**config.mk**
```make
export PLATFORM = sky130hd
export DESIGN_NAME = pc_unit
export DESIGN_NICKNAME = d
export VERILOG_FILES = /design/src/rtl/pc_unit.sv
export SDC_FILE = /design/constraint.sdc
export NUM_CORES = 1
export LEC_CHECK = 0
export CORE_ASPECT_RATIO = 2
export CORE_MARGIN = 2
export CORE_UTILIZATION = 35
export CTS_CLUSTER_SIZE = 16
export DETAILED_ROUTE_END_ITERATION = 8
export PLACE_DENSITY_LB_ADDON = 0.15
export SYNTH_ARGS = -nofsm -noshare
export SYNTH_HDL_FRONTEND = slang
export SYNTH_SLANG_ARGS = --single-unit
```
**constraint.sdc**
```tcl
create_clock -name clk -period 4.3 [get_ports clk]
set_input_delay 0.645 -clock clk [delete_from_list [all_inputs] [get_ports clk]]
set_output_delay 0.645 -clock clk [all_outputs]
set_load 0.02 [all_outputs]
```
**src/rtl/pc_unit.sv**
```systemverilog
// ============================================================================
// pc_unit -- fetch-stage program counter
//
// Produces the instruction fetch address on its own. After reset it sits in
// BOOT for BOOT_CYCLES edges, holding RESET_VECTOR. In RUN it steps
// sequentially by INC, or takes the highest-priority redirect. Redirect
// sources are trap, trap return, jump and branch. In HALT it freezes until
// resume or trap.
//
// Optional build macro: PC_ALIGN_CHECK_EN
//   When defined, a jump/branch/trap_ret target that is not INC-aligned is
//   replaced by a trap entry. misalign then pulses high for one cycle.
//   When undefined, targets load unmodified and misalign is tied low.
//
// Ports
//   clk            in   rising-edge clock
//   rst_n          in   asynchronous active-low reset
//   stall          in   hold pc instead of sequential increment
//   branch_taken   in   redirect to branch_target
//   branch_target  in   [XLEN] branch destination
//   jump           in   redirect to jump_target
//   jump_target    in   [XLEN] jump destination
//   trap           in   trap entry request (epc <= pc_out, pc <= TRAP_VECTOR)
//   trap_ret       in   return from trap to epc
//   halt_req       in   request HALT
//   resume         in   leave HALT
//   pc_out         out  [XLEN] registered fetch address
//   pc_next        out  [XLEN] value pc_out loads at the next edge
//   pc_valid       out  pc_out is a valid fetch address (state == RUN)
//   epc            out  [XLEN] saved exception pc
//   state          out  [2] BOOT=0, RUN=1, HALT=2
//   misalign       out  one-cycle misaligned-target flag
// ============================================================================
module pc_unit #(
    parameter int              XLEN         = 32,
    parameter logic [XLEN-1:0] RESET_VECTOR = 32'h0000_0000,
    parameter logic [XLEN-1:0] TRAP_VECTOR  = 32'h0000_0100,
    parameter int              INC          = 4,
    parameter int              BOOT_CYCLES  = 2
) (
    input  logic            clk,
    input  logic            rst_n,
    input  logic            stall,
    input  logic            branch_taken,
    input  logic [XLEN-1:0] branch_target,
    input  logic            jump,
    input  logic [XLEN-1:0] jump_target,
    input  logic            trap,
    input  logic            trap_ret,
    input  logic            halt_req,
    input  logic            resume,
    output logic [XLEN-1:0] pc_out,
    output logic [XLEN-1:0] pc_next,
    output logic            pc_valid,
    output logic [XLEN-1:0] epc,
    output logic [1:0]      state,
    output logic            misalign
);

    typedef enum logic [1:0] {
        ST_BOOT = 2'd0,
        ST_RUN  = 2'd1,
        ST_HALT = 2'd2
    } state_t;

    // Wide enough to count up to BOOT_CYCLES.
    localparam int BW = (BOOT_CYCLES < 2) ? 1 : $clog2(BOOT_CYCLES + 1);
    localparam logic [BW-1:0] BOOT_LAST = BW'(BOOT_CYCLES - 1);

    state_t          r_state;
    logic [XLEN-1:0] r_pc;
    logic [XLEN-1:0] r_epc;
    logic [BW-1:0]   r_boot_cnt;
    logic            r_misalign;

    state_t          w_state_next;
    logic [XLEN-1:0] w_pc_next;
    logic [XLEN-1:0] w_epc_next;
    logic [BW-1:0]   w_boot_next;
    logic            w_misalign_next;

    logic            w_redirect;
    logic [XLEN-1:0] w_target;
    logic            w_target_bad;

    // Winning redirect target among trap_ret > jump > branch. Trap itself
    // is handled separately because it also saves epc.
    always_comb begin
        w_redirect = trap_ret | jump | branch_taken;
        if (trap_ret)
            w_target = r_epc;
        else if (jump)
            w_target = jump_target;
        else
            w_target = branch_target;
    end

`ifdef PC_ALIGN_CHECK_EN
    localparam logic [XLEN-1:0] ALIGN_MASK = XLEN'(INC - 1);
    assign w_target_bad = |(w_target & ALIGN_MASK);
`else
    assign w_target_bad = 1'b0;
`endif

    // ------------------------------------------------------------------
    // State register (and datapath registers sharing its reset)
    // ------------------------------------------------------------------
    always_ff @(posedge clk or negedge rst_n) begin
        if (!rst_n) begin
            r_state    <= ST_BOOT;
            r_pc       <= RESET_VECTOR;
            r_epc      <= '0;
            r_boot_cnt <= '0;
            r_misalign <= 1'b0;
        end else begin
            r_state    <= w_state_next;
            r_pc       <= w_pc_next;
            r_epc      <= w_epc_next;
            r_boot_cnt <= w_boot_next;
            r_misalign <= w_misalign_next;
        end
    end

    // ------------------------------------------------------------------
    // Next-state / next-pc logic
    // ------------------------------------------------------------------
    always_comb begin
        w_state_next    = r_state;
        w_pc_next       = r_pc;
        w_epc_next      = r_epc;
        w_boot_next     = r_boot_cnt;
        w_misalign_next = 1'b0;

        case (r_state)
            ST_BOOT: begin
                w_pc_next   = RESET_VECTOR;
                w_boot_next = r_boot_cnt + 1'b1;
                if (r_boot_cnt == BOOT_LAST)
                    w_state_next = ST_RUN;
            end

            ST_RUN: begin
                if (trap) begin
                    w_epc_next = r_pc;
                    w_pc_next  = TRAP_VECTOR;
                end else if (w_redirect) begin
                    if (w_target_bad) begin
                        // Misaligned target becomes a trap entry instead.
                        w_epc_next      = r_pc;
                        w_pc_next       = TRAP_VECTOR;
                        w_misalign_next = 1'b1;
                    end else begin
                        w_pc_next = w_target;
                    end
                end else if (halt_req) begin
                    w_state_next = ST_HALT;
                end else if (!stall) begin
                    // Wraps modulo 2^XLEN.
                    w_pc_next = r_pc + XLEN'(INC);
                end
            end

            ST_HALT: begin
                if (trap) begin
                    w_epc_next   = r_pc;
                    w_pc_next    = TRAP_VECTOR;
                    w_state_next = ST_RUN;
                end else if (resume) begin
                    w_state_next = ST_RUN;
                end
            end

            default: begin
                // Unreachable encoding: fall back into BOOT.
                w_state_next = ST_BOOT;
                w_pc_next    = RESET_VECTOR;
                w_boot_next  = '0;
            end
        endcase
    end

    // ------------------------------------------------------------------
    // Outputs
    // ------------------------------------------------------------------
    always_comb begin
        pc_out   = r_pc;
        pc_next  = w_pc_next;
        pc_valid = (r_state == ST_RUN);
        epc      = r_epc;
        state    = r_state;
        misalign = r_misalign;
    end

endmodule

```
==> results.yml <==
route:
  via_per_inst: 5.59
  drt_iter0_drc: 165
  routedWlPerCell_um: 18.5
  drt-pass1-iter-count: 4
  postRouteAntennaNets: 0
  drt_wl_total_um: 14500
  vias: 4358
  drc: 0
floorplan:
  start_util_pct: 35.5
  die_y_um: 157
  row_count: 56
  dieArea_um2: 12700
  io_pins: 173
  fp.dieW_um: 80.6
  coreArea_um2: 11600
critical_path:
  slowest_stage: "clkdlybuf4s50_1"
  cp_max_fo: 12
  cp-start-kind: "primary input"
  cpMostUsedCell: "clkdlybuf4s50_1"
  cp_data_arrival_time_ns: 3.39
  critPathCaptureType: "primary output"
  r2r_cells: 7
  rrSetupSlack_ns: 1.86
  r2r-end: "pc_out[26]"
  cp_cell_sequence: "clkdlybuf4s50_1 > or3b_1 > nor4_4 > buf_4 > nand3_1 > mux2i_1 > a211oi_1 > clkdlybuf4s50_1"
  path_class: "in2out"
  timing.rr.start: "pc_out[3]"
  cp_slowest_stage_delay_ns: 0.67
  worstPathRequired_ns: 3.65
yosys:
  synthesis.area_um2: 4110
  synth_ff_type: "dfrtp_1"
  ys_types: 56
  ys_seq_area_share_pct: 41.4
  postSynthCellCount: 459
  yosysWarnings: 0
  async_flop_share_pct: 100
  syn_nets: 538
  ys_ff_latch: 68
  synth_edf_count: 0
  synth_area_per_cell_um2: 8.95
cts:
  cts_resized: 0
  numCtsBuffers: 9
  h-tree-depth: 3
  ctsRootBufferMaster: "clkbuf_16"
  cts.sinks: 68
  clk_latency_ns: 0.34
  postCtsSetupBuffers: 0
  clk_pin_slew_ns: 0.06
  holdBufCountCts: 0
  clockBufferDepth: 2
  cts_tree: "yes"
run_status:
  outcome: "finished, final reports clean"
flow_run:
  drv_cap: 0
placement:
  placedInstanceArea_um2: 6030
  dp_hpwl_um: 10500
  dp.cells: 763
  portBuffers: 171
  gp_congestion: 0.825
finish:
  syn_to_final_growth_pct: 53.9
  layout_common_cells: "clkdlybuf4s50_1 (169), nand2_1 (70), dfrtp_1 (68)"
  fin_cells: 779
  final_common_cell: "clkdlybuf4s50_1"
  fin_util_pct: 54.7
  nNetsFinal: 708
  final_area_um2: 6320
  layout-drive-gt1-share_pct: 12.1
  num_antenna_cells: 0
grt:
  grt_pass1_vias: 4326
  grt_max_degree: 69
  grt_antenna_before_repair: 0
  gr-usage-all-layers_pct: 23.3
  gr-total-overflow: 0
  grt_pass1_wl_um: 22600
timing:
  rsz0062_at_grt: "false"
  finalCritPeriodShare_pct: 93.8
  tightest_slew_ns: 0.955
  skew_ns: 0.00991
  finalSetupViolCount: 0
  hold_violations: 0
  slew_viol_final: 0
  finalSetupTns_ns: 0
  slew_headroom_pct: 36.1
  finalCriticalPeriod_ns: 4.03
  fmax_ghz: 0.248
power:
  clock_power_share_pct: 27.8
  p_leak_uw: 0.00254
  worst_ir_drop_vdd_v: 0.000263
  pwr-share-comb_pct: 40.8
  p_int_uw: 1660
  power.switching_uw: 1010
  p_seq_share_pct: 31.4
  switching_share_pct: 37.7
  power_density_nw_per_um2: 422
worst_hold_path:
  hold_class: "in2async"
[cell usage after synthesis, types with 9 or more instances]
master | instances | share of area (%)
a21oi_1 | 9 | 1.1
a22oi_1 | 14 | 2.6
a31oi_1 | 11 | 1.7
clkbuf_1 | 25 | 2.3
dfrtp_1 | 68 | 41
inv_1 | 15 | 1.4
mux2_2 | 27 | 7.4
nand2_1 | 71 | 6.5
nand3_1 | 16 | 1.9
nor2_1 | 15 | 1.4
o21ai_0 | 53 | 6.5
o22ai_1 | 23 | 3.5
[worst max path at each step]
stage | from | to | slack, ns | cells after the start
floorplan | pc_out[3] | pc_next[30] | 1.17 | 8
global placement | stall | pc_next[30] | 0.27 | 8
detailed placement | halt_req | pc_next[30] | 0.25 | 8
CTS | halt_req | pc_next[30] | 0.25 | 8
global route | halt_req | pc_next[16] | 0.1 | 8
finish | halt_req | pc_next[30] | 0.27 | 8
[worst max-delay path, delay by kind of cell]
family          cells  cell delay (ns)
compound gates      1             0.29
buf+inv             3             1.42
mux                 1             0.13
simple gates        3             0.88
[routing by layer]
layer	vias to the layer above	wire, um	GRT usage, %
li1	2052	-	-
met2	193	6870	38.3
met4	0	296	8.15
met5	-	0	0
met1	2096	6040	28.8
met3	17	1240	6.82
[stage by stage]
stage          setup slack, ns  total power [uW]  hold WS, ns
2_1_floorplan             1.17              1420        0.349
3_3_place_gp             0.271              1940        0.488
3_5_place_dp             0.252              1950        0.495
4_1_cts                  0.249              2700        0.477
5_1_grt                 0.0959              2820        0.524
6_report                 0.268              2670        0.433
[cells by family (layout without fill, tap and decap cells)]
family                   count (synthesis)  count (layout)  synth area share [%]
AO/OA/AOI/OAI                          157             157                  24.8
AND/OR/NAND/NOR                        143             143                  17.6
flip-flops                              68              68                  41.4
buffers and inverters                   49             224                  5.03
multiplexers                            31              31                  8.38
adder cells (fa/ha/maj)                  6               6                  1.83
XOR/XNOR                                 4               4                 0.853
other                                    1               1                0.0913
[power by group through the flow]
stage	clock network, uW	logic (uW)	registers (uW)
finish	742	1090	838
global route	786	1180	855
CTS	758	1100	837
detailed placement	0	1100	848
global placement	0	1090	845
floorplan	0	479	938
[state kept, by name, indices dropped and copies added (netlist names)]
| signal | flops |
|---|---|
| state | 2 |
| pc_out | 32 |
| epc | 32 |
| r_boot_cnt | 2 |
[layout make-up]
class	count	area (um2)
multi-input combinational	342	2210
clock inverter	7	67.6
timing repair buffer	191	1870
tap	145	181
sequential	68	1700
fill	1100	5240
inverter	17	63.8
clock buffer	9	225
(Power assumes the default switching activity.)
